**src/rtl/fft_run_sequencer.sv**
```systemverilog
// Captures RUNS blocks of 2^FFT_DEPTH samples into the FFT buffer and kicks the FFT after each; writes land 1 cycle after sample_valid.
// No backpressure: samples outside CAPTURE are dropped (sticky flag); `define FFT_TIMEOUT_EN adds an FFT_WAIT watchdog.
module fft_run_sequencer #(
  parameter int SINK_WIDTH  = 14,
  parameter int FFT_DEPTH   = 11,
  parameter int RUNS        = 3,
  parameter int FFT_TIMEOUT = 65536
) (
  input  logic                        clk,
  input  logic                        reset_n,
  input  logic                        start,
  input  logic                        abort,
  input  logic                        sample_valid,
  input  logic [SINK_WIDTH-1:0]       sink,
  output logic                        wr_en,
  output logic [FFT_DEPTH-1:0]        wr_addr,
  output logic [SINK_WIDTH-1:0]       wr_data,
  output logic                        fft_start,
  input  logic                        fft_done,
  output logic [$clog2(RUNS+1)-1:0]   run_idx,
  output logic                        busy,
  output logic                        done,
  output logic                        sample_drop,
  output logic                        timeout_err
);

  localparam int RUN_W = $clog2(RUNS + 1);
  localparam logic [RUN_W-1:0]     LAST_RUN  = RUN_W'(RUNS - 1);
  localparam logic [FFT_DEPTH-1:0] LAST_ADDR = {FFT_DEPTH{1'b1}};

  if (RUNS < 1 || FFT_TIMEOUT < 1) begin : g_bad_param
    $error("fft_run_sequencer: RUNS and FFT_TIMEOUT must be at least 1");
  end

  typedef enum logic [2:0] {
    IDLE,
    CAPTURE,
    KICK,
    FFT_WAIT,
    NEXT
  } state_t;

  state_t               state;
  logic [FFT_DEPTH-1:0] sample_cnt;

`ifdef FFT_TIMEOUT_EN
  localparam int TMO_W = $clog2(FFT_TIMEOUT + 1);
  localparam logic [TMO_W-1:0] TMO_LAST = TMO_W'(FFT_TIMEOUT - 1);
  logic [TMO_W-1:0] tmo_cnt;
  logic             tmo_err_q;
  assign timeout_err = tmo_err_q;
`else
  assign timeout_err = 1'b0;
`endif

  always_ff @(posedge clk) begin
    if (!reset_n) begin
      state       <= IDLE;
      sample_cnt  <= '0;
      wr_en       <= 1'b0;
      wr_addr     <= '0;
      wr_data     <= '0;
      fft_start   <= 1'b0;
      run_idx     <= '0;
      busy        <= 1'b0;
      done        <= 1'b0;
      sample_drop <= 1'b0;
`ifdef FFT_TIMEOUT_EN
      tmo_cnt     <= '0;
      tmo_err_q   <= 1'b0;
`endif
    end else begin
      wr_en     <= 1'b0;
      fft_start <= 1'b0;
      done      <= 1'b0;

      // abort outranks everything, including the write a sample would make this edge
      if (abort && state != IDLE) begin
        state <= IDLE;
        busy  <= 1'b0;
      end else begin
        case (state)
          IDLE: begin
            if (start && !abort) begin
              state       <= CAPTURE;
              busy        <= 1'b1;
              sample_cnt  <= '0;
              run_idx     <= '0;
              sample_drop <= 1'b0;
`ifdef FFT_TIMEOUT_EN
              tmo_err_q   <= 1'b0;
`endif
            end
          end

          CAPTURE: begin
            if (sample_valid) begin
              wr_en      <= 1'b1;
              wr_addr    <= sample_cnt;
              wr_data    <= sink;
              sample_cnt <= sample_cnt + 1'b1;
              if (sample_cnt == LAST_ADDR) begin
                state     <= KICK;
                fft_start <= 1'b1;
              end
            end
          end

          KICK: begin
            state <= FFT_WAIT;
`ifdef FFT_TIMEOUT_EN
            tmo_cnt <= '0;
`endif
            if (sample_valid) sample_drop <= 1'b1;
          end

          FFT_WAIT: begin
            if (sample_valid) sample_drop <= 1'b1;
            // done is raised while in NEXT so busy drops one cycle after it
            if (fft_done) begin
              state <= NEXT;
              done  <= (run_idx == LAST_RUN);
            end
`ifdef FFT_TIMEOUT_EN
            else if (tmo_cnt == TMO_LAST) begin
              state     <= IDLE;
              busy      <= 1'b0;
              tmo_err_q <= 1'b1;
            end else begin
              tmo_cnt <= tmo_cnt + 1'b1;
            end
`endif
          end

          NEXT: begin
            if (sample_valid) sample_drop <= 1'b1;
            if (run_idx == LAST_RUN) begin
              state <= IDLE;
              busy  <= 1'b0;
            end else begin
              run_idx <= run_idx + 1'b1;
              state   <= CAPTURE;
            end
          end

          default: begin
            state <= IDLE;
            busy  <= 1'b0;
          end
        endcase
      end
    end
  end

endmodule

```
**config.mk**
```make
export PLATFORM = sky130hd
export DESIGN_NAME = fft_run_sequencer
export DESIGN_NICKNAME = d
export VERILOG_FILES = /design/src/rtl/fft_run_sequencer.sv
export SDC_FILE = /design/constraint.sdc
export NUM_CORES = 1
export LEC_CHECK = 0
export CAP_MARGIN = 20
export CORE_UTILIZATION = 38
export CTS_CLUSTER_SIZE = 12
export DETAILED_ROUTE_END_ITERATION = 12
export DONT_BUFFER_PORTS = 1
export SYNTH_ARGS = -nofsm -noshare
export SYNTH_HDL_FRONTEND = slang
export SYNTH_SLANG_ARGS = --single-unit
```
**constraint.sdc**
```tcl
create_clock -name clk -period 2.7 [get_ports clk]
set_clock_uncertainty 0.1 [all_clocks]
set_input_delay 0.27 -clock clk [delete_from_list [all_inputs] [get_ports clk]]
set_output_delay 0.27 -clock clk [all_outputs]
set_load 0.02 [all_outputs]
```
==> metrics.yaml, run 1 <==
run_status:
  outcome: "complete, no violations"
cts:
  cts_repair_resize_count: 0
  cts_made_buffers: 5
  clock-root-buffer: "clkbuf_8"
  cts.reportedPaths.clkPinSlew_ns: 0.09
  post_cts.repair.setup_buffers: 0
  cts_tree: "built"
  clkLatencyLatePin_ns: 0.30
  clock_sinks: 46
  cts.path.max_buffers: 2
  ctsHtreeMaxLevel: 2
synth:
  ys_async_sr_fraction_pct: 0
  ys_seq_elements: 46
  synth.largest_area_cell: "dfxtp_1"
  post_synth_inst_count: 235
  synth.net_count: 257
  ys.flop_type: "dfxtp_1"
  post-synth-top-area-fraction_pct: 43.1
  netlist_top_cells_count: "nand2_1 (56), dfxtp_1 (46), a21boi_2 (20), nand2_2 (10), nor2_1 (10)"
  synth_area_mm2: 0.00214
  most_common_cell_in_the_synthesized_netlist: "nand2_1"
  share_of_the_yosys_chip_area_belonging_to_registers_pct: 43.1
  synthesis.area_per_instance_um2: 9.09
  yosysUniqueCellTypes: 47
  number_of_synthesized_flops_with_an_enable_pin: 0
  yosysWarningCount: 0
  post_synth_main_area_contributors: "dfxtp_1 (43%), a21boi_2 (11%), nand2_1 (9.8%)"
routing:
  drt-total-wl_mm: 4.39
  drt_iter0_markers: 51
  detail-route-antenna-nets: 0
  drt-vias-per-instance: 5.15
  route.vias.total: 1621
  post_drt_wl_per_cell_um: 13.9
  drt_drc_violations_left: 0
  drtPass1Iterations: 4
timing:
  timing.final.setup_violations: 0
  final-max-slew-violation-count: 0
  period_share_pct: 71.1
  max_freq_ghz: 0.521
  final.setup.tns_ns: 0
  timing.final.hold_violations: 0
  worstMarginPinSlew_ns: 0.515
  final_setup_margin_ns: 0.781
  rsz_0062_raised_after_global_routing: "false"
  fin_crit_ns: 1.92
  slew_headroom_pct: 65.6
final_layout:
  register_area_um2: 921
  finish.net_count: 266
  stdcell_count: 315
  multiInputGateArea_mm2: 0.00111
  drive_above_1_share_pct: 19.2
  num_antenna_cells: 0
  area_growth_pct: 10.9
  fillerInstances: 548
placed_design:
  dp.final_hpwl_mm: 2.96
  placement.setup.worst_slack_ns: 0.771
  port_buffers: 0
  placed_cell_count: 295
  place.gp.congestion: 0.829
floorplanning:
  die_h_um: 77.0
  boundaryPins: 53
  floorplan.die_area_mm2: 0.00593
  core_region_mm2: 0.00527
  initial_core_util_pct: 40.6
  die-width_um: 77.0
  row_count: 26
global_routing:
  first_global_vias: 1544
  grt_pass1_wl_mm: 7.25
  antenna_found_initial: 0
  grt_max_degree: 36
  overflow: 0
  track_usage_pct: 15.3
power_and_ir_drop:
  p_leak_nw: 0.756
  peakVddDrop_v: 0.000306
  p_per_area_mw_per_mm2: 504
critical_path:
  worstPathArrival_ns: 2.05
  timing_worst_setup_path_type: "flip-flop to flip-flop"
  critical_path_required_ns: 2.83
  endpoint_kind: "flip-flop"
  crit_path_max_fanout: 20
  setup.worst_path.start_class: "flip-flop"
run:
  maxCapViolations: 0
worst_hold_path:
  hold_path.class: "input port to flip-flop"
## report_power, final
group	leakage, nW	internal, mW	switching, mW	total, mW
Combinational	0.341	0.0393	0.0358	0.0751
Sequential	0.371	0.684	0.0122	0.696
Clock	0.0441	0.182	0.242	0.425
Total	0.756	0.906	0.290	1.20
## stage by stage
stage	area, um2	utilization, %	total power [mW]	hold slack, ns
after floorplan	2140	-	0.772	0.297
after global placement	2160	41.0	0.772	0.249
after detailed placement	2160	41.0	0.772	0.256
after CTS	2360	44.8	1.22	0.00206
after global routing	2370	45.0	1.25	0.00251
final	2370	45.0	1.20	0.00922
## state kept, by name (all words and copies together) (netlist names)
register	count
state	3
wr_en	1
sample_drop	1
run_idx	2
done	1
busy	1
fft_start	1
sample_cnt	11
wr_addr	11
wr_data	14
## worst paths after layout
check,from,to,slack [ns],cells after the start
max,state[0]$_SDFFE_PP0P_,wr_data[5]$_SDFFE_PN0P_,0.78,5
min,sink[4],wr_data[4]$_SDFFE_PN0P_,0.009,2
max reg2reg,state[0]$_SDFFE_PP0P_,wr_data[5]$_SDFFE_PN0P_,0.78,5
min reg2reg,sample_cnt[7]$_SDFFE_PN0P_,wr_addr[7]$_SDFFE_PN0P_,0.40,2
## layout make-up
cell class	instances	area share (%)
tap	70	3.69
sequential	46	38.8
multi-input combinational	173	46.6
timing repair buffer	15	6.54
clock buffer	5	2.90
clock inverter	3	0.897
inverter	3	0.475
## worst max-delay path, cell delays in order, from the launching register on
cell and delay, ns:
dfxtp_1 0.50, or3b_4 0.44, nor3_4 0.38, buf_12 0.22
nand2_1 0.07, a21boi_0 0.13
## logic make-up after synthesis
logic type,Yosys count,synth area share (%)
adder cells (fa/ha/maj),2,1.17
AND/OR/NAND/NOR,117,28.1
other,1,0.175
flip-flops,46,43.1
multiplexers,3,1.46
buffers and inverters,16,5.15
AO/OA/AOI/OAI,43,18.0
XOR/XNOR,7,2.87
## placed cells by master, fill, tap and decap left out, types with 2 or more instances in the layout
master | Yosys | final
mux2i_1 | 2 | 2
a21boi_1 | 2 | 2
clkbuf_8 | 1 | 5
nand3_1 | 6 | 6
nand2_1 | 56 | 56
dfxtp_1 | 46 | 46
a21oi_1 | 3 | 3
xnor2_1 | 2 | 2
xor2_1 | 5 | 5
a21boi_2 | 20 | 20
dlygate4sd3_1 | 0 | 12
nand2_2 | 10 | 10
o21ai_0 | 4 | 4
nor3b_1 | 2 | 2
inv_1 | 3 | 3
ha_1 | 2 | 2
nand2b_1 | 2 | 2
nand4_1 | 5 | 5
and2_1 | 3 | 3
a21boi_0 | 7 | 7
buf_4 | 1 | 2
nor2_1 | 10 | 10
nor3_1 | 3 | 3
or3_1 | 6 | 6
a2111oi_0 | 2 | 2
nor2b_1 | 4 | 4
nor3_4 | 2 | 2
## routing by layer
| layer | GRT usage (%) | vias up | routed length, um |
|---|---|---|---|
| met1 | 18.8 | 753 | 2070 |
| met4 | 5.09 | 0 | 47 |
| met5 | 0 | - | 0 |
| met3 | 5.71 | 7 | 285 |
| li1 | - | 821 | - |
| met2 | 24.6 | 40 | 1990 |
## what timing repair did
| item | in CTS | in global routing |
|---|---|---|
| setup endpoints to repair | 0 | 0 |
| hold endpoints to repair | 11 | 1 |
| hold buffers | 11 | 1 |
(Power assumes the default switching activity.)
==> run 2: changes to the inputs <==
==> constraint.sdc (replaced) <==
create_clock -name clk -period 1.56 [get_ports clk]
set_clock_uncertainty 0.1 [all_clocks]
set_input_delay 0.156 -clock clk [delete_from_list [all_inputs] [get_ports clk]]
set_output_delay 0.156 -clock clk [all_outputs]
set_load 0.02 [all_outputs]
==> run 2 against run 1 <==
Effect of this change: wire length rose by 12%; hold slack improved by 0.024 ns; via count grew 9.4%; clock power increased by 110%; non-clock buffer count rose by 40; setup slack worse by 0.84 ns; the flow now finishes with violations (setup timing); sequential share of layout area fell by 7.1 points; register-to-register slack got worse by 0.84 ns; global-route usage increased by 1.4 points; final cell count rose by 13%; total power rose by 92%; die area did not move.
==> metrics.yaml, run 2 (synthesis results as in run 1) <==
run_status:
  outcome: "finished, violations left"
  violations: "setup timing"
run:
  maxCapViolations: 0  # unchanged
power_and_ir_drop:
  p_leak_nw: 1.06  # +40%
  combinationalPowerShare_pct: 9.6  # +3.3 points
  peakVddDrop_v: 0.000380  # +24%
  p_seq_share_pct: 52.1  # -6.1 points
  p_per_area_mw_per_mm2: 780  # +55%
  power_frac_clock_pct: 38.3  # +2.8 points
  p_int_mw: 1.78  # +97%
  total_power_mw: 2.30  # +92%
  p_switching_mw: 0.517  # +78%
  power.share.switching_pct: 22.5  # -1.8 points
timing:
  final_setup_margin_ns: -0.0557  # -0.837 ns
  whs_ns: 0.0330  # +0.0237 ns
  fin_crit_ns: 1.62  # -0.303 ns
  rsz_0062_raised_after_global_routing: "true"
  period_share_pct: 104  # +32 points
  final.setup.tns_ns: -0.698  # -0.698 ns
  final-max-slew-violation-count: 0  # unchanged
  timing.final.setup_violations: 27  # +27
  timing.final.hold_violations: 0  # unchanged
  max_freq_ghz: 0.619  # +19%
critical_path:
  crit_slowest_cell: "or3_4"
  critical_path.cell_chain: "or3_4 > nor3_4 > buf_6 > clkbuf_16 > nand2_2 > a21boi_2"
  setup.worst_path.start_class: "flip-flop"
  timing_worst_setup_path_type: "flip-flop to flip-flop"
  endpoint_kind: "flip-flop"
  crit_path_max_fanout: 7  # -65%
  crit_path_max_incr_delay_ns: 0.40  # -0.10 ns
  critical_path_required_ns: 1.70  # -1.13 ns
  worstPathArrival_ns: 1.76  # -0.29 ns
final_layout:
  multiInputGateArea_mm2: 0.00127  # +15%
  num_antenna_cells: 0  # unchanged
  drive_above_1_share_pct: 40.7  # +22 points
  layout.core_utilization_pct: 55.9  # +11 points
  register_area_um2: 935  # +1.5%
  top_regs: "wr_data x14, sample_cnt x11, wr_addr x11"
  area_growth_pct: 37.8
  stdcell_count: 355  # +13%
  registers.top_by_ff_count: "wr_data"
  fillerInstances: 477  # -13%
  post-route-cell-area_mm2: 0.00294  # +24%
  finish.net_count: 306  # +15%
  largest_register_ffs: 14  # unchanged
  layout_commonest_cell: "nand2_1"
  layout.cells.most_common_list: "nand2_1 (46), dfxtp_1 (39), buf_4 (30), a21boi_2 (20)"
global_routing:
  antenna_found_initial: 0  # unchanged
  overflow: 0  # unchanged
  first_global_vias: 1817  # +18%
  grt_pass1_wl_mm: 7.96  # +9.9%
  track_usage_pct: 16.7  # +1.4 points
  grt_max_degree: 36  # unchanged
placed_design:
  place.gp.congestion: 0.818  # -1.3%
  dp.final_hpwl_mm: 3.20  # +8.1%
  post_dp_cell_area_mm2: 0.00245  # +13%
  placement.setup.worst_slack_ns: -0.0927  # -0.864 ns
  port_buffers: 0  # unchanged
  placed_cell_count: 324  # +9.8%
worst_hold_path:
  hold_path.class: "input port to flip-flop"
floorplanning:
  initial_core_util_pct: 40.6  # unchanged
  core_region_mm2: 0.00527  # unchanged
  floorplan.die_area_mm2: 0.00593  # unchanged
  row_count: 26  # unchanged
  die_h_um: 77.0  # unchanged
  boundaryPins: 53  # unchanged
  die-width_um: 77.0  # unchanged
routing:
  route.vias.total: 1773  # +9.4%
  drtPass1Iterations: 4  # unchanged
  post_drt_wl_per_cell_um: 13.8  # -0.78%
  drt_drc_violations_left: 0  # unchanged
  drt-total-wl_mm: 4.91  # +12%
  drt-vias-per-instance: 4.99  # -2.9%
  drt_iter0_markers: 66  # +29%
  detail-route-antenna-nets: 0  # unchanged
cts:
  ctsHtreeMaxLevel: 2  # unchanged
  clkLatencyLatePin_ns: 0.30  # about the same
  cts_made_buffers: 5  # unchanged
  cts.path.max_buffers: 2  # unchanged
  clock_sinks: 46  # unchanged
  cts.reportedPaths.clkPinSlew_ns: 0.09  # about the same
  cts_tree: "built"
  clock-root-buffer: "clkbuf_8"
[run 2: path summary, 6_finish.rpt]
check / from / cells past startpoint / end / slack, ns
max: state[2]$_SDFFE_PP0P_ / 6 / wr_data[7]$_SDFFE_PN0P_ / -0.06
min reg2reg: sample_cnt[9]$_SDFFE_PN0P_ / 2 / wr_addr[9]$_SDFFE_PN0P_ / 0.40
max reg2reg: state[2]$_SDFFE_PP0P_ / 6 / wr_data[7]$_SDFFE_PN0P_ / -0.06
min: abort / 3 / sample_drop$_SDFFE_PN0P_ / 0.03
[run 2: cell type report]
type                            instances  share of cell area (%)
Sequential cell                        46                    31.7
Timing Repair Buffer                   55                    18.0
Clock inverter                          2                    1.23
Clock buffer                            6                    2.46
Tap cell                               70                    2.97
Inverter                                3                   0.382
Multi-Input combinational cell        173                    43.2
[run 2: per-layer routing]
metal / up-vias / global-route usage, % / part of all wire [%]
met3: 7 / 3.69 / 4.6
met1: 833 / 20.4 / 44
met2: 37 / 28.7 / 50
met4: 0 / 6.04 / 1.2
met5: - / 0 / 0
li1: 896 / - / -
[run 2: power groups by stage]
stage               registers, mW  logic, mW  clock network (mW)
finish                       1.20      0.221               0.879
floorplan                    1.22      0.111                   0
global placement             1.23      0.135                   0
global route                 1.20      0.237               0.964
CTS                          1.20      0.180               0.919
detailed placement           1.23      0.136                   0
[run 2: critical path, delay by kind of cell, from the launching register on]
kind            cells  cell delay, ns
compound gates      1            0.11
flops               1            0.37
simple gates        3            0.67
buf+inv             2            0.32
[run 2: timing repair]
action,4_1_cts,5_1_grt
gates resized for setup,14,21
hold buffers,16,2
endpoints found under the hold margin,36,36
setup endpoints to repair,33,35
pin swaps,4,13
cloned,0,1
buffers inserted,2,2
==> run 3: changes to the inputs <==
--- a/config.mk
+++ b/config.mk
@@ -6,10 +6,11 @@
 export NUM_CORES = 1
 export LEC_CHECK = 0
 export CAP_MARGIN = 20
-export CORE_UTILIZATION = 38
-export CTS_CLUSTER_SIZE = 12
+export CORE_UTILIZATION = 28
+export CTS_CLUSTER_SIZE = 8
 export DETAILED_ROUTE_END_ITERATION = 12
 export DONT_BUFFER_PORTS = 1
+export PLACE_DENSITY = 0.55
 export SYNTH_ARGS = -nofsm -noshare
 export SYNTH_HDL_FRONTEND = slang
 export SYNTH_SLANG_ARGS = --single-unit
==> run 3 against run 2 <==
Effect of this change: the flow still finishes with violations (setup timing); via count increased by 0.51%; core utilization fell by 16 points; die area increased by 35%; critical endpoint is now sample_cnt[0]$_SDFFE_PN0P_; sequential cell count is the same; sequential share of layout area shrank 0.13 points; largest power group unchanged.
==> metrics.yaml, run 3 (synthesis results as in run 1) <==
final_layout:
  stdcell_count: 385  # +8.5%
  post-route-cell-area_mm2: 0.00296  # +0.43%
  num_antenna_cells: 0  # unchanged
  registers.top_by_ff_count: "wr_data"
  layout_commonest_cell: "nand2_1"
  top_regs: "wr_data x14, sample_cnt x11, wr_addr x11"
  area_growth_pct: 38.3
  drive_above_1_share_pct: 40.6  # -0.14 points
  register_area_um2: 935  # unchanged
  layout.cells.most_common_list: "nand2_1 (42), dfxtp_1 (41), buf_4 (32), a21boi_2 (21)"
  finish.net_count: 307  # +0.33%
  fillerInstances: 742  # +56%
  multiInputGateArea_mm2: 0.00128  # +0.69%
  largest_register_ffs: 14  # unchanged
routing:
  route.vias.total: 1782  # +0.51%
  drt_drc_violations_left: 0  # unchanged
  drt-vias-per-instance: 4.63  # -7.3%
  drt_iter0_markers: 65  # -1.5%
  post_drt_wl_per_cell_um: 13.4  # -3.1%
  drtPass1Iterations: 4  # unchanged
  drt-total-wl_mm: 5.16  # +5.1%
  detail-route-antenna-nets: 0  # unchanged
floorplanning:
  die-width_um: 89.4  # +16%
  row_count: 31  # +19%
  floorplan.die_area_mm2: 0.00799  # +35%
  boundaryPins: 53  # unchanged
  initial_core_util_pct: 29.2  # -11 points
  die_h_um: 89.4  # +16%
  core_region_mm2: 0.00733  # +39%
power_and_ir_drop:
  combinationalPowerShare_pct: 10.3  # +0.7 points
  p_switching_mw: 0.545  # +5.4%
  p_per_area_mw_per_mm2: 731  # -6.4%
  p_leak_nw: 1.07  # +1.7%
  p_int_mw: 1.62  # -9.3%
  power.share.switching_pct: 25.2  # +2.7 points
  p_seq_share_pct: 55.4  # +3.3 points
  power_frac_clock_pct: 34.2  # -4.1 points
  peakVddDrop_v: 0.000391  # +3.0%
critical_path:
  setup.worst_path.start: "state[0]$_SDFFE_PP0P_"
  crit_path_max_fanout: 8  # +1
  crit_slowest_cell: "mux2i_2"
  critical_path.cell_chain: "buf_4 > mux2i_2 > nor3_4 > buf_6 > buf_12 > mux2i_1 > nor2b_1"
  worstPathArrival_ns: 1.75  # about the same
  critical_path_required_ns: 1.66  # -0.04 ns
  endpoint_kind: "flip-flop"
  crit_path_max_incr_delay_ns: 0.38  # -0.02 ns
  timing_worst_setup_path_type: "flip-flop to flip-flop"
  setup.worst_path.start_class: "flip-flop"
  worst_flop_to_flop_path_startpoint: "state[0]$_SDFFE_PP0P_"
timing:
  final.setup.tns_ns: -1.24  # -0.545 ns
  fin_crit_ns: 1.66  # +0.0396 ns
  rsz_0062_raised_after_global_routing: "true"
  timing.final.setup_violations: 25  # -7.4%
  final_setup_margin_ns: -0.0953  # -0.0396 ns
  max_freq_ghz: 0.604  # -2.4%
  period_share_pct: 106  # +2.5 points
  timing.final.hold_violations: 0  # unchanged
  final-max-slew-violation-count: 0  # unchanged
cts:
  clock_sinks: 46  # unchanged
  cts.path.max_buffers: 2  # unchanged
  ctsHtreeMaxLevel: 2  # unchanged
  clock-root-buffer: "clkbuf_8"
  clkLatencyLatePin_ns: 0.30  # about the same
  cts_tree: "built"
  cts_made_buffers: 5  # unchanged
  cts.reportedPaths.clkPinSlew_ns: 0.09  # about the same
worst_hold_path:
  hold_path.class: "input port to flip-flop"
  hold_start: "abort"
placed_design:
  dp.final_hpwl_mm: 3.53  # +10%
  placed_cell_count: 353  # +9.0%
  port_buffers: 0  # unchanged
  place.gp.congestion: 0.762  # -6.7%
  post_dp_cell_area_mm2: 0.00247  # +0.97%
  placement.setup.worst_slack_ns: -0.112  # -0.0197 ns
global_routing:
  antenna_found_initial: 0  # unchanged
  overflow: 0  # unchanged
  grt_pass1_wl_mm: 8.16  # +2.5%
  grt_max_degree: 35  # -2.8%
  first_global_vias: 1747  # -3.9%
  track_usage_pct: 13.5  # -3.3 points
run:
  maxCapViolations: 0  # unchanged
run_status:
  violations: "setup timing"
  outcome: "finished, violations left"
[run 3: worst max-delay path, delay by kind of cell, from the launching register on]
family | cells | cell delay (ns)
muxes | 2 | 0.50
DFF | 1 | 0.37
and+or+nand+nor | 2 | 0.15
buffers and inverters | 3 | 0.43
[run 3: worst paths after layout]
path / depth (start not counted) / slack (ns) / endpoint
max reg2reg: 7 / -0.1 / sample_cnt[0]$_SDFFE_PN0P_
max: 7 / -0.1 / sample_cnt[0]$_SDFFE_PN0P_
min reg2reg: 2 / 0.39 / wr_addr[9]$_SDFFE_PN0P_
min: 3 / 0.02 / sample_drop$_SDFFE_PN0P_
[run 3: per-layer routing]
metal | wire length (um) | vias up | global-route usage (%)
li1 | - | 897 | -
met1 | 2320 | 836 | 16.9
met2 | 2530 | 42 | 22.5
met3 | 275 | 7 | 4.16
met4 | 42 | 0 | 3.46
met5 | 0 | - | 0
[run 3: through the flow]
step                      total power [mW]  hold slack [ns]  util, %
after CTS                             2.19           0.0118     39.2
after detailed placement              1.36            0.139     33.7
final                                 2.16           0.0195     40.3
after floorplan                       1.33            0.192        -
after global routing                  2.27           0.0483     40.3
after global placement                1.36            0.137     33.7
[run 3: what timing repair did]
item,4_1_cts,5_1_grt
hold endpoints to repair,36,0
setup buffers,4,2
gates cloned,1,0
gates resized for setup,24,21
pin swaps,8,14
setup endpoints to repair,35,36
hold buffers,18,0
[run 3: final cells by class]
type                            instances  area share, %
Multi-Input combinational cell        173           43.3
Sequential cell                        46           31.6
Timing Repair Buffer                   56           17.4
Tap cell                               99           4.19
Clock buffer                            5           2.33
Clock inverter                          3          0.719
Inverter                                3          0.381
[run 3: power groups by stage]
stage	clock [mW]	combinational, mW	sequential [mW]
6_report	0.740	0.223	1.20
5_1_grt	0.824	0.242	1.20
4_1_cts	0.782	0.207	1.20
3_5_place_dp	0	0.133	1.23
3_3_place_gp	0	0.131	1.23
2_1_floorplan	0	0.111	1.22
==> patch 1, RTL diff (settings of run 3) <==
Set the parameter `SINK_WIDTH` to 16 (it was 14).
--- a/src/rtl/fft_run_sequencer.sv
+++ b/src/rtl/fft_run_sequencer.sv
@@ -3,3 +3,3 @@
 module fft_run_sequencer #(
-  parameter int SINK_WIDTH  = 14,
+  parameter int SINK_WIDTH  = 16,
   parameter int FFT_DEPTH   = 11,
Ports: changed (resized sink and wr_data); port bits go from 53 to 57. The function was not compared with the original's and may differ.
==> patch 1 against run 3 <==
The run ends with hold timing left; power about the same; synthesized area down 8.4%; global-route usage down 0.079 points; sequential cell count up 2; setup slack better by 0.11 ns; design area down 13%; wire length down 10%; sequential power up 4%; critical endpoint is now sample_cnt[5]; largest cell class unchanged; largest power group unchanged; highest routed layer unchanged.
==> patch 1: results (changes against run 3) <==
The worst setup path startpoint is state[2]. The worst slack at placement is -0.0170 ns (+0.0955 ns), and the post-synthesis mux area share is 0.0128 (-0.00185). Post-synthesis share of cell area spent on xor and xnor gates: 0.0134 (-0.0153). The tools report the worst hold margin as -0.0117 ns (-0.0311 ns). Among cell families on the critical path, the largest total delay comes from simple AND/OR/NAND/NOR gates.

The final net count was 300 (-2.3%). The tools report the number of DRC violations after detailed-routing iteration 0 as 39 (-40%). The tools report the hold-fix buffer count after cts as 21 (+3).

Global-route wire length before repair: 7870 µm (-3.6%). For the final weighted congestion in routability-driven placement, the log shows 0.762 (about the same). The wire length per cell after detailed routing was 13.0 µm (-3.1%).

The mean number of vias per cell is 4.93 (+6.6%), and the ratio of cells with drive above 1 in the final layout is 0.191 (-0.214). The worst-path cell with the longest stage delay was sky130_fd_sc_hd__or4_1. For the worst-case register-to-register setup slack, the log shows 0.02 ns (+0.11 ns). The critical path ends at sample_cnt[5]. The worst reg-to-reg path cell count came out at 5 (-2).

Sorting the synthesized cells by area gives the leading types as sky130_fd_sc_hd__dfxtp_1 (49%), sky130_fd_sc_hd__nand2_1 (13%), sky130_fd_sc_hd__a21oi_1 (10%). The logs give 0.000892 µW (-17%) for the leakage power of the design and 0.000270 V (-31%) for the worst IR drop on VDD. Fraction of the mapped netlist area in compound gates: 0.151 (-0.0288). The portion of the post-synthesis area used by sequential elements was 0.491 (+0.0601); the final count of hold timing violations was 1 (+1). The final critical-path setup slack was 0.0166 ns (+0.112 ns); the adder-cell area share of the yosys netlist was 0.0128 (+0.00108). In the synthesized netlist, the cells that appear most often are sky130_fd_sc_hd__nand2_1 (67), sky130_fd_sc_hd__dfxtp_1 (48), sky130_fd_sc_hd__a21oi_1 (39). The flow ran to the end, but the final reports show violations. The global-route total usage across every layer was 0.134 (-0.000789).

The largest stage delay on the critical path is 0.47 ns (+0.09 ns), and the fill cell total of the finished layout is 688 (-7.3%). The final reports fail on hold timing. The largest registers in the layout are wr_data: 16 flops, sample_cnt: 11 flops, wr_addr: 11 flops.
-- patch 1: changes by cell type in the layout (fill, tap and decap cells not counted), moves of 3 or more --
cell	change
sky130_fd_sc_hd__a21boi_2	-21
sky130_fd_sc_hd__a21boi_1	-6
sky130_fd_sc_hd__nand2_2	-17
sky130_fd_sc_hd__a21oi_1	+32
sky130_fd_sc_hd__dlygate4sd3_1	+4
sky130_fd_sc_hd__nor2_1	-4
sky130_fd_sc_hd__a21oi_2	+4
sky130_fd_sc_hd__nand2_1	+25
sky130_fd_sc_hd__o21ai_0	+4
sky130_fd_sc_hd__nand2_4	-7
sky130_fd_sc_hd__dfxtp_1	+3
sky130_fd_sc_hd__o211ai_1	+3
sky130_fd_sc_hd__buf_4	-12
-- patch 1: worst min path at each step --
stage             start        end  cells after the start  slack (ns)
3_3_place_gp      abort   state[2]                      1        0.16
5_1_grt           abort  fft_start                      3      -0.006
3_5_place_dp      abort   state[2]                      1        0.16
4_1_cts        fft_done   state[0]                      3      0.0009
6_report          abort  fft_start                      3       -0.01
2_1_floorplan     abort   state[2]                      1        0.14
-- patch 1: worst reg2reg max path, stage by stage, from the launching register on --
cell                      delay (ns)
sky130_fd_sc_hd__dfxtp_4        0.38
sky130_fd_sc_hd__nor3_4         0.20
sky130_fd_sc_hd__buf_6          0.17
sky130_fd_sc_hd__nand3_4        0.10
sky130_fd_sc_hd__or4_1          0.47
sky130_fd_sc_hd__nand2_1        0.08
-- patch 1: logic make-up (layout without fill, tap and decap cells) --
family,Yosys count,count (layout)
muxes,2,2
buffers and inverters,16,57
AOI/OAI and AO/OA,54,54
DFF,48,48
xor gates and xnor gates,3,3
other,1,1
adders and majority gates,2,2
and+or+nand+nor,110,110
-- patch 1: layer usage --
metal	up-vias	track usage	part of all wire
li1	895	-	-
met1	809	0.154	0.45
met2	48	0.233	0.48
met3	9	0.0385	0.056
met4	0	0.0545	0.022
met5	-	0	0
-- patch 1: layout make-up --
class	instances	area, µm²	share of cell area
tap	80	100	0.0387
inverter	4	15.0	0.00581
sequential	48	976	0.377
clock inverter	3	22.5	0.00871
timing repair buffer	45	423	0.164
clock buffer	5	68.8	0.0266
multi-input combinational	172	981	0.379
-- patch 1: timing repair --
action | 4_1_cts | 5_1_grt
gates cloned | 0 | 0
resized for setup | 8 | 16
setup endpoints to repair | 33 | 39
hold endpoints to repair | 22 | 1
setup buffers | 0 | 1
pin swaps | 1 | 11
-- patch 1: metrics by stage --
stage	setup TNS (ns)	std cells
after floorplan	0	236
after global placement	0	327
after detailed placement	-0.0583	327
after CTS	0	356
after global routing	-0.955	357
final	0	357
-- patch 1: report_power, final --
part           leakage [µW]  switching (µW)  total (µW)  internal [µW]
combinational      0.000457            77.9         162           84.0
sequential         0.000390            19.0        1250           1230
clock             0.0000447             434         753            319
total              0.000892             530        2160           1630
==> patch 2, RTL diff (config.mk and constraints of run 3) <==
Without the edit above. The 5 states of `state_t` get a one-hot encoding in 5 bits.
--- a/src/rtl/fft_run_sequencer.sv
+++ b/src/rtl/fft_run_sequencer.sv
@@ -34,8 +34,8 @@
 
-  typedef enum logic [2:0] {
-    IDLE,
-    CAPTURE,
-    KICK,
-    FFT_WAIT,
-    NEXT
+  typedef enum logic [4:0] {
+    IDLE     = 5'b00001,
+    CAPTURE  = 5'b00010,
+    KICK     = 5'b00100,
+    FFT_WAIT = 5'b01000,
+    NEXT     = 5'b10000
   } state_t;
Function: same outputs for any inputs over 10 cycles, from zero or initial values and one cycle with reset_n low; not proved beyond that.
==> patch 2 against run 3 <==
The flow still finishes with violations (setup timing); synthesized area rose by 3.1%; critical path depth is 1 lower; design area is 11% higher; highest routed layer unchanged; worst hold slack improved by 0.095 ns; power rose by 14%; fmax down 15%; sequential cell count up 2; wire length rose by 14%; setup slack lost 0.28 ns.
==> patch 2: results (changes against run 3) <==
The portion of the post-synthesis area used by sequential elements was 0.436 (+0.00520); the HPWL after detailed placement was 3500 µm (-0.69%). The pin count of the biggest net entering global routing is 38 (+8.6%). The flow ran to the end, but the final reports show violations.

The via count of the first global-routing pass came out at 1916 (+9.7%). The commonest cells after synthesis are sky130_fd_sc_hd__dfxtp_1 (48), sky130_fd_sc_hd__mux2i_1 (28), sky130_fd_sc_hd__nor2b_1 (28), sky130_fd_sc_hd__o21ai_0 (11), sky130_fd_sc_hd__nand2_1 (10). The tools report the final net count as 317 (+3.3%). The count of input and output buffers came out at 0 (unchanged).

The checks that failed: setup timing. The post-route minimum period came out at 1.94 ns (+0.282 ns). The mean number of vias per cell was 4.79 (+3.4%). Ranked by total cell area, the synthesized netlist is headed by sky130_fd_sc_hd__dfxtp_1 (44%), sky130_fd_sc_hd__mux2i_1 (13%), sky130_fd_sc_hd__nor2b_1 (8.0%).

The run gives 0.000372 V (-4.9%) as the worst IR drop on VDD. The final critical-path setup slack is -0.378 ns (-0.282 ns), and the leakage power of the design is 0.00116 µW (+8.2%). The total setup violations reported at the end of the flow was 46 (+84%).

The average cell area after synthesis is 9.84 µm² (+8.2%), and the global-route total usage across every layer is 0.137 (+0.00196). The post-placement cell count came out at 348 (-1.4%). The wire length per cell after detailed routing is 14.9 µm (+11%), and the worst slack at placement is -0.343 ns (-0.231 ns). The number of DRC violations after detailed-routing iteration 0 is 97 (+49%). For the count of different cell masters after synthesis, the log shows 48 (+2.1%). The tools report the number of antenna repair diodes as 0 (unchanged). The ratio of cells with drive above 1 in the final layout was 0.368 (-0.0374).

The logs give 2.04 ns (+0.29 ns) for the arrival time of the worst setup path and 0.754 (-1.1%) for the final weighted congestion in routability-driven placement. The routed wire length is 5880 µm (+14%). The run gives 753 (+1.5%) as the fill cell total of the finished layout. The maximum level of the CTS H-tree was 2 (unchanged). The total nets after synthesis is 246 (-4.3%).

The global-route wire length before repair was 9070 µm (+11%); the maximum net fanout on the critical path was 5 (-3).
patch 2: critical path, stage by stage, from the launching register on:
cell	delay [ns]
sky130_fd_sc_hd__dfxtp_2	0.33
sky130_fd_sc_hd__or4b_4	0.56
sky130_fd_sc_hd__nor4b_4	0.27
sky130_fd_sc_hd__buf_4	0.17
sky130_fd_sc_hd__buf_6	0.13
sky130_fd_sc_hd__mux2i_2	0.21
sky130_fd_sc_hd__nor2b_1	0.06
patch 2: worst paths after layout:
kind | start | endpoint | slack (ns) | depth (start not counted)
hold / removal | start | state[0] | 0.11 | 4
setup / recovery | state[2] | wr_addr[9] | -0.38 | 6
setup reg to reg | state[2] | wr_addr[9] | -0.38 | 6
hold reg to reg | run_idx[0] | run_idx[0] | 0.45 | 3
patch 2: kinds of logic after synthesis:
kind of cell    after synthesis  share of synthesized area
compound gates               33                     0.0943
xor+xnor                      5                     0.0199
fa+ha+maj                     2                     0.0114
buf+inv                      20                     0.0596
flops                        48                      0.436
mux                          28                      0.127
other cells                   1                    0.00170
simple gates                 87                      0.250
patch 2: final cells by class:
class | instances | area share
Sequential cell | 48 | 0.296
Tap cell | 99 | 0.0379
Multi-Input combinational cell | 156 | 0.403
Clock inverter | 2 | 0.0119
Timing Repair Buffer | 79 | 0.221
Clock buffer | 6 | 0.0253
Inverter | 5 | 0.00574
patch 2: stage by stage:
step           utilization  power, µW  area, µm²  TNS (ns)
2_1_floorplan            -       1370       2250     -8.38
3_3_place_gp         0.342       1400       2550     -8.85
3_5_place_dp         0.342       1400       2550    -10.96
4_1_cts              0.407       2430       3030    -10.77
5_1_grt              0.439       2560       3270    -16.46
6_report             0.439       2460       3270    -12.71
patch 2: what timing repair did:
item,CTS,global route
endpoints found under the hold margin,38,5
hold buffers,18,2
cloned,3,1
setup buffers,9,7
resized for setup,28,41
endpoints found under the setup margin,46,47
pin swaps,14,13
patch 2: routing by layer:
layer	global-route usage	share of wire	vias to the layer above
met3	0.0354	0.040	14
met5	0	0	-
met1	0.162	0.43	906
met2	0.239	0.51	40
met4	0.0430	0.021	0
li1	-	-	931
patch 2: report_power, final:
| group | total [µW] | switching (µW) | internal [µW] |
|---|---|---|---|
| combinational | 259 | 114 | 145 |
| sequential | 1240 | 9.75 | 1230 |
| clock | 958 | 433 | 525 |
| total | 2460 | 557 | 1900 |
